File: src/rtl/l15_data_bank_ctrl_if.sv
// ============================================================================
// Module      : l15_data_bank_ctrl_if
// Description : Requester and data-bank signal bundle for l15_data_bank_ctrl.
// Revision    : 1.0 - initial release
// ============================================================================
`default_nettype none

interface l15_data_bank_ctrl_if #(
    parameter int DATA_WIDTH = 128,
    parameter int ADDR_WIDTH = 6
);
    logic                    init_done_o;
    logic                    rd_req_i;
    logic [ADDR_WIDTH-1:0]   rd_addr_i;
    logic                    rd_gnt_o;
    logic                    rd_rvalid_o;
    logic [DATA_WIDTH-1:0]   rd_rdata_o;
    logic                    wr_req_i;
    logic [ADDR_WIDTH-1:0]   wr_addr_i;
    logic [DATA_WIDTH-1:0]   wr_data_i;
    logic                    wr_gnt_o;
    logic                    ram_req_o;
    logic                    ram_write_o;
    logic [ADDR_WIDTH-1:0]   ram_addr_o;
    logic [DATA_WIDTH-1:0]   ram_wdata_o;
    logic [DATA_WIDTH/8-1:0] ram_be_o;
    logic [DATA_WIDTH-1:0]   ram_rdata_i;

    // Controller side
    modport slave (
        output init_done_o,
        input  rd_req_i, rd_addr_i,
        output rd_gnt_o, rd_rvalid_o, rd_rdata_o,
        input  wr_req_i, wr_addr_i, wr_data_i,
        output wr_gnt_o,
        output ram_req_o, ram_write_o, ram_addr_o, ram_wdata_o, ram_be_o,
        input  ram_rdata_i
    );

    // Requesters and bank side
    modport master (
        input  init_done_o,
        output rd_req_i, rd_addr_i,
        input  rd_gnt_o, rd_rvalid_o, rd_rdata_o,
        output wr_req_i, wr_addr_i, wr_data_i,
        input  wr_gnt_o,
        input  ram_req_o, ram_write_o, ram_addr_o, ram_wdata_o, ram_be_o,
        output ram_rdata_i
    );
endinterface

`default_nettype wire

File: src/rtl/l15_data_bank_ctrl.sv
// ============================================================================
// Module      : l15_data_bank_ctrl
// Description : L1.5 I-cache data bank sequencer: post-reset zero fill, then
//               write-priority arbitration with a bounded read starvation.
// Revision    : 1.0 - initial release
// ============================================================================
`default_nettype none

module l15_data_bank_ctrl #(
    parameter int DATA_WIDTH    = 128,
    parameter int ADDR_WIDTH    = 6,
    parameter int MAX_WR_STREAK = 4,
    parameter int INIT_ON_RESET = 1
) (
    input  wire logic               clk,
    input  wire logic               rst,
    l15_data_bank_ctrl_if.slave     bus
);
    localparam int                    BE_WIDTH   = DATA_WIDTH / 8;
    localparam logic [ADDR_WIDTH-1:0] LAST_ADDR  = '1;
    localparam logic [3:0]            MAX_STREAK = 4'(MAX_WR_STREAK);

    typedef enum logic [0:0] {
        ST_INIT = 1'b0,
        ST_RUN  = 1'b1
    } state_t;

    state_t                  r_state;
    logic [ADDR_WIDTH-1:0]   r_init_cnt;
    logic [3:0]              r_streak;
    logic                    r_rvalid;
    logic                    r_init_done;

    logic                    w_run;
    logic                    w_streak_full;
    logic                    w_rd_gnt;
    logic                    w_wr_gnt;
    logic                    w_ram_req;
    logic                    w_ram_write;
    logic [ADDR_WIDTH-1:0]   w_ram_addr;
    logic [DATA_WIDTH-1:0]   w_ram_wdata;
    logic [BE_WIDTH-1:0]     w_ram_be;

    // Grants are gated by rst so the bank sees no request while reset is held
    always_comb begin
        w_run         = (r_state == ST_RUN) && !rst;
        w_streak_full = (r_streak == MAX_STREAK);
        w_wr_gnt      = w_run && bus.wr_req_i && !(bus.rd_req_i && w_streak_full);
        w_rd_gnt      = w_run && bus.rd_req_i && (!bus.wr_req_i || w_streak_full);
    end

    always_comb begin
        w_ram_req   = 1'b0;
        w_ram_write = 1'b0;
        w_ram_addr  = '0;
        w_ram_wdata = bus.wr_data_i;
        w_ram_be    = '0;
        if (!rst) begin
            if (r_state == ST_INIT) begin
                w_ram_req   = 1'b1;
                w_ram_write = 1'b1;
                w_ram_addr  = r_init_cnt;
                w_ram_wdata = '0;
                w_ram_be    = '1;
            end else begin
                w_ram_req   = w_rd_gnt | w_wr_gnt;
                w_ram_write = w_wr_gnt;
                w_ram_addr  = w_wr_gnt ? bus.wr_addr_i : bus.rd_addr_i;
                w_ram_be    = w_wr_gnt ? {BE_WIDTH{1'b1}} : {BE_WIDTH{1'b0}};
            end
        end
    end

    always_ff @(posedge clk or posedge rst) begin
        if (rst) begin
            r_state     <= (INIT_ON_RESET != 0) ? ST_INIT : ST_RUN;
            r_init_cnt  <= '0;
            r_streak    <= 4'd0;
            r_rvalid    <= 1'b0;
            r_init_done <= (INIT_ON_RESET == 0);
        end else begin
            r_rvalid <= w_rd_gnt;
            case (r_state)
                ST_INIT: begin
                    r_init_cnt <= r_init_cnt + 1'b1;
                    if (r_init_cnt == LAST_ADDR) begin
                        r_state     <= ST_RUN;
                        r_init_done <= 1'b1;
                    end
                end
                ST_RUN: begin
                    // Streak counts only writes that made a waiting read wait longer
                    if (!bus.rd_req_i || w_rd_gnt) begin
                        r_streak <= 4'd0;
                    end else if (w_wr_gnt && !w_streak_full) begin
                        r_streak <= r_streak + 4'd1;
                    end
                end
                default: r_state <= ST_RUN;
            endcase
        end
    end

    assign bus.init_done_o = r_init_done;
    assign bus.rd_gnt_o    = w_rd_gnt;
    assign bus.wr_gnt_o    = w_wr_gnt;
    assign bus.rd_rvalid_o = r_rvalid;
    assign bus.rd_rdata_o  = bus.ram_rdata_i;
    assign bus.ram_req_o   = w_ram_req;
    assign bus.ram_write_o = w_ram_write;
    assign bus.ram_addr_o  = w_ram_addr;
    assign bus.ram_wdata_o = w_ram_wdata;
    assign bus.ram_be_o    = w_ram_be;

endmodule

`default_nettype wire

File: src/flat_wrapper.sv
// flat-port wrapper written by rule: the top's interface ports become plain ports
module l15_data_bank_ctrl_flat 
#(
    parameter int DATA_WIDTH    = 128,
    parameter int ADDR_WIDTH    = 6,
    parameter int MAX_WR_STREAK = 4,
    parameter int INIT_ON_RESET = 1
)
  (clk, rst, bus_init_done_o, bus_rd_req_i, bus_rd_addr_i, bus_rd_gnt_o, bus_rd_rvalid_o, bus_rd_rdata_o, bus_wr_req_i, bus_wr_addr_i, bus_wr_data_i, bus_wr_gnt_o, bus_ram_req_o, bus_ram_write_o, bus_ram_addr_o, bus_ram_wdata_o, bus_ram_be_o, bus_ram_rdata_i);
  l15_data_bank_ctrl_if #(.DATA_WIDTH(DATA_WIDTH), .ADDR_WIDTH(ADDR_WIDTH)) bus_i ();
  input  wire logic clk;
  input  wire logic rst;
  output wire logic [$bits(bus_i.init_done_o)-1:0] bus_init_done_o;
  input wire logic [$bits(bus_i.rd_req_i)-1:0] bus_rd_req_i;
  input wire logic [$bits(bus_i.rd_addr_i)-1:0] bus_rd_addr_i;
  output wire logic [$bits(bus_i.rd_gnt_o)-1:0] bus_rd_gnt_o;
  output wire logic [$bits(bus_i.rd_rvalid_o)-1:0] bus_rd_rvalid_o;
  output wire logic [$bits(bus_i.rd_rdata_o)-1:0] bus_rd_rdata_o;
  input wire logic [$bits(bus_i.wr_req_i)-1:0] bus_wr_req_i;
  input wire logic [$bits(bus_i.wr_addr_i)-1:0] bus_wr_addr_i;
  input wire logic [$bits(bus_i.wr_data_i)-1:0] bus_wr_data_i;
  output wire logic [$bits(bus_i.wr_gnt_o)-1:0] bus_wr_gnt_o;
  output wire logic [$bits(bus_i.ram_req_o)-1:0] bus_ram_req_o;
  output wire logic [$bits(bus_i.ram_write_o)-1:0] bus_ram_write_o;
  output wire logic [$bits(bus_i.ram_addr_o)-1:0] bus_ram_addr_o;
  output wire logic [$bits(bus_i.ram_wdata_o)-1:0] bus_ram_wdata_o;
  output wire logic [$bits(bus_i.ram_be_o)-1:0] bus_ram_be_o;
  input wire logic [$bits(bus_i.ram_rdata_i)-1:0] bus_ram_rdata_i;
  assign bus_init_done_o = bus_i.init_done_o;
  assign bus_i.rd_req_i = bus_rd_req_i;
  assign bus_i.rd_addr_i = bus_rd_addr_i;
  assign bus_rd_gnt_o = bus_i.rd_gnt_o;
  assign bus_rd_rvalid_o = bus_i.rd_rvalid_o;
  assign bus_rd_rdata_o = bus_i.rd_rdata_o;
  assign bus_i.wr_req_i = bus_wr_req_i;
  assign bus_i.wr_addr_i = bus_wr_addr_i;
  assign bus_i.wr_data_i = bus_wr_data_i;
  assign bus_wr_gnt_o = bus_i.wr_gnt_o;
  assign bus_ram_req_o = bus_i.ram_req_o;
  assign bus_ram_write_o = bus_i.ram_write_o;
  assign bus_ram_addr_o = bus_i.ram_addr_o;
  assign bus_ram_wdata_o = bus_i.ram_wdata_o;
  assign bus_ram_be_o = bus_i.ram_be_o;
  assign bus_i.ram_rdata_i = bus_ram_rdata_i;
  l15_data_bank_ctrl #(.DATA_WIDTH(DATA_WIDTH), .ADDR_WIDTH(ADDR_WIDTH), .MAX_WR_STREAK(MAX_WR_STREAK), .INIT_ON_RESET(INIT_ON_RESET)) u_core (.clk(clk), .rst(rst), .bus(bus_i));
endmodule
File: config.mk
export PLATFORM = sky130hd
export DESIGN_NAME = l15_data_bank_ctrl_flat
export DESIGN_NICKNAME = d
export VERILOG_FILES = /design/src/rtl/l15_data_bank_ctrl_if.sv /design/src/rtl/l15_data_bank_ctrl.sv /design/src/flat_wrapper.sv
export SDC_FILE = /design/constraint.sdc
export NUM_CORES = 1
export LEC_CHECK = 0
export ABC_AREA = 1
export BUFFER_PORTS_ARGS = -buffer_cell sky130_fd_sc_hd__buf_4
export CAP_MARGIN = 20
export CELL_PAD_IN_SITES_DETAIL_PLACEMENT = 1
export CELL_PAD_IN_SITES_GLOBAL_PLACEMENT = 1
export CORE_AREA = 2 2 215 217
export DETAILED_ROUTE_END_ITERATION = 12
export DIE_AREA = 0 0 217 219
export GPL_TIMING_DRIVEN = 0
export PLACE_DENSITY_LB_ADDON = 0.05
export SLEW_MARGIN = 20
export SYNTH_ARGS = -nofsm -noshare
export SYNTH_HDL_FRONTEND = slang
export SYNTH_SLANG_ARGS = --single-unit
File: constraint.sdc
create_clock -name clk -period 1.4 [get_ports clk]
set_clock_uncertainty 0.1 [all_clocks]
set_input_delay 0 -clock clk [delete_from_list [all_inputs] [get_ports clk]]
set_output_delay 0 -clock clk [all_outputs]
set_load 0.02 [all_outputs]
==> flow_summary_export.csv <==
group,metric,value,unit
timing,fin_crit_sh,140,%
global_route,grt_usage,9.58,%
setup_path,rrSetupSlack,-110,ps
setup_path,critPathRequiredTime,1300,ps
timing,setup_viol,159,
cts,clkLatencyLatePin,250,ps
setup_path,worstPathMaxFanout,17,
timing,hold_viol_final,0,
setup_path,path_cells,"inv_2 > ha_4 > nand4_1 > nand2_4 > inv_6 > nor2_4 > clkinvlp_4 > buf_12 > buf_4 > buf_6",
setup_path,crit_path_start_kind,"flip-flop",
global_route,grt_max_degree,18,
global_route,grt_pass1_vias,4601,
setup_path,critPathArrivalTime,1860,ps
setup_path,cpMaxStageDelayCell,"dfrtp_1",
floorplanning,rows,78,
logic_synthesis,ys_types,22,
logic_synthesis,synth_fp_nets,803,
setup_path,cp_num_buf_inv,6,
routing,post_drt_wl_per_cell,15.5,µm
logic_synthesis,yosysSeqAreaShare,11.0,%
logic_synthesis,yosys_warnings,0,
job,drv_cap,0,
finish,fin_area,9370,µm²
timing,rsz0062_at_grt,"yes",
hold_path,hold_depth,3,
finish,fin_util,20.8,%
logic_synthesis,synth_area_leader_cell,"buf_4",
setup_path,timing.rr.start,"u_core.r_state",
routing,first_pass_iters,4,
finish,drive_gt1_share,78.5,%
global_route,antenna_found_initial,0,
hold_path,whs_endpoint,"u_core.r_streak[0]",
timing,min_period,1960,ps
logic_synthesis,ys_ff_latch,13,
place,place.gp.congestion,0.705,
setup_path,r2r-end,"u_core.r_init_cnt[5]",
floorplanning,start_util,6.57,%
power,p_leak,0.00498,µW
cts,cts.sinks,13,
timing,clock.fmax,0.509,GHz
floorplanning,die_y,219,µm
setup_path,cp_top_family,"buffers and inverters",
cts,clock-root-buffer,"clkbuf_16",
logic_synthesis,synthCells,528,
global_route,grt_overflow,0,
routing,first_iter_violations,70,
routing,num_vias,4669,
finish,nFillCells,5376,
setup_path,crit_type,"reg2out",
floorplanning,dieArea,47500,µm²
cts,clk_pin_slew,50,ps
hold_path,hold_class,"in2reg",
cts,ctsLongestPathBuffers,2,
power,ir_drop,0.000338,V
finish,antenna_cells,0,
floorplanning,core_area,45100,µm²
timing,slew_viol_final,0,
routing,postRouteAntennaNets,0,
cts,cts_tree,"yes",
floorplanning,ios,556,
outcome,violations,"negative setup slack",
place,io_buffers,427,
timing,setup_ws,-563,ps
hold_path,hold_start,"bus_wr_req_i",
logic_synthesis,synth.cell_area,2960,µm²
routing,vias_per_cell,2.90,
timing,relSlewSlack,50.1,%
timing,hold_ws,22.4,ps
timing,worst_pin_slew,747,ps
place,dpl.hpwl,21600,µm
logic_synthesis,synth_area_leaders,"buf_4 (39%), inv_1 (19%), nor2_1 (17%), dfrtp_1 (11%), nand2_1 (4.3%)",
setup_path,end_kind,"output port",
floorplanning,die_w,217,µm
finish,synthToLayoutAreaGrowth,216,%
outcome,status,"finished, violations left",
power,p_per_area,409,nW/µm²
routing,drc,0,
timing,tns,-44950,ps
place,place_area,6940,µm²
cts,cts_max_level,1,
logic_synthesis,avgSynthCellArea,5.61,µm²
setup_path,slowest_delay,380,ps
routing,wl,25000,µm
global_route,grt_pass1_wl,33400,µm
cts,cts_buffers,3,
logic_synthesis,yosysTopAreaCellShare,38.5,%
setup_path,rr_worst_depth,10,
finish,nets,1288,
[final cells by class]
cell class                      instances  area, µm²  share of cell area [%]
Timing Repair Buffer                  489       4680                    49.9
Multi-Input combinational cell        206       1770                    18.9
Buffer                                150       1190                    12.7
Tap cell                              600        751                    8.02
Inverter                              150        577                    6.16
Sequential cell                        13        327                    3.49
Clock buffer                            3       75.1                   0.802
Clock inverter                          1       5.00                  0.0534
[where the power goes]
group | internal [µW] | switching, µW
logic | 1550 | 1340
registers | 376 | 0
clock network | 382 | 188
total | 2300 | 1530
[sequential cells by signal, summed over array words and instances, names as in the netlist]
register / flops
u_core.r_streak: 4
u_core.bus.init_done_o: 1
u_core.bus.rd_rvalid_o: 1
u_core.r_state: 1
u_core.r_init_cnt: 6
[repair_timing]
action                                  CTS  global route
pin swaps                                 3             7
buffers inserted                         41            18
resized for setup                       257           243
hold buffers                              3             0
endpoints found under the hold margin    16             0
gates cloned                             14             0
endpoints found under the setup margin  154           160
[how the worst max path moves through the flow]
stage | from | to | slack [ps] | cells past startpoint
floorplan | u_core.r_streak[0] | bus_ram_be_o[0] | -330 | 8
global placement | u_core.r_streak[0] | bus_ram_be_o[5] | -710 | 9
detailed placement | u_core.r_streak[0] | bus_ram_be_o[5] | -710 | 9
CTS | u_core.r_streak[0] | bus_ram_be_o[5] | -550 | 10
global route | u_core.r_streak[0] | bus_ram_be_o[7] | -680 | 10
finish | u_core.r_streak[0] | bus_ram_be_o[5] | -560 | 10
[worst min-delay path: cells and delay by family]
kind / cells / cell delay (ps)
buffers and inverters: 1 / 120
AND/OR/NAND/NOR: 1 / 120
AO/OA/AOI/OAI: 1 / 80
[through the flow]
stage / total power (µW) / std cells / setup slack (ps)
floorplan: 1490 / 528 / -332
global placement: 2600 / 1555 / -708
detailed placement: 2600 / 1555 / -713
CTS: 3730 / 1616 / -554
global route: 4050 / 1612 / -683
finish: 3830 / 1612 / -563
[metal layers]
metal | track usage [%] | vias up | share of wire (%)
li1 | - | 2281 | -
met1 | 10.0 | 2206 | 33
met3 | 1.86 | 4 | 6.3
met2 | 20.1 | 178 | 61
met4 | 0.594 | 0 | 0.32
met5 | 0 | - | 0
[layout by cell type (no fill, tap or decap), types with 2 or more instances in the layout]
cell type and n:
buf_4 441, nor2_4 102, buf_12 30, inv_6 2
buf_16 3, nor2_1 7, nand4_1 3, xor2_1 3
nand2_1 26, nand3_1 13, buf_8 4, nand2_2 8
nand2_4 2, clkbuf_16 3, dfrtp_1 12, nor2_2 27
xnor2_1 2, a21oi_1 2, buf_6 158, dlygate4sd3_1 3
inv_2 5, inv_1 142, nand3_2 3, ha_1 2
[cell families (layout without fill, tap and decap cells)]
kind of cell               after synthesis  after routing  synth area share (%)
AOI/OAI and AO/OA                        6              6                  1.14
xor gates and xnor gates                 5              5                  1.48
adders and majority gates                3              3                  1.27
buffers and inverters                  309            793                  58.8
DFF                                     13             13                  11.0
and+or+nand+nor                        192            192                  26.3
[synthesized netlist by cell type, drive strengths merged]
cell / count
buf: 159
inv: 150
nor2: 136
nand2: 36
nand3: 16
dfrtp: 13
a21oi: 3
ha: 3
nand4: 3
xor2: 3
xnor2: 2
o21ai: 1
o21bai: 1
o22ai: 1
or2: 1
No activity file was read; power rests on OpenSTA's default activity.
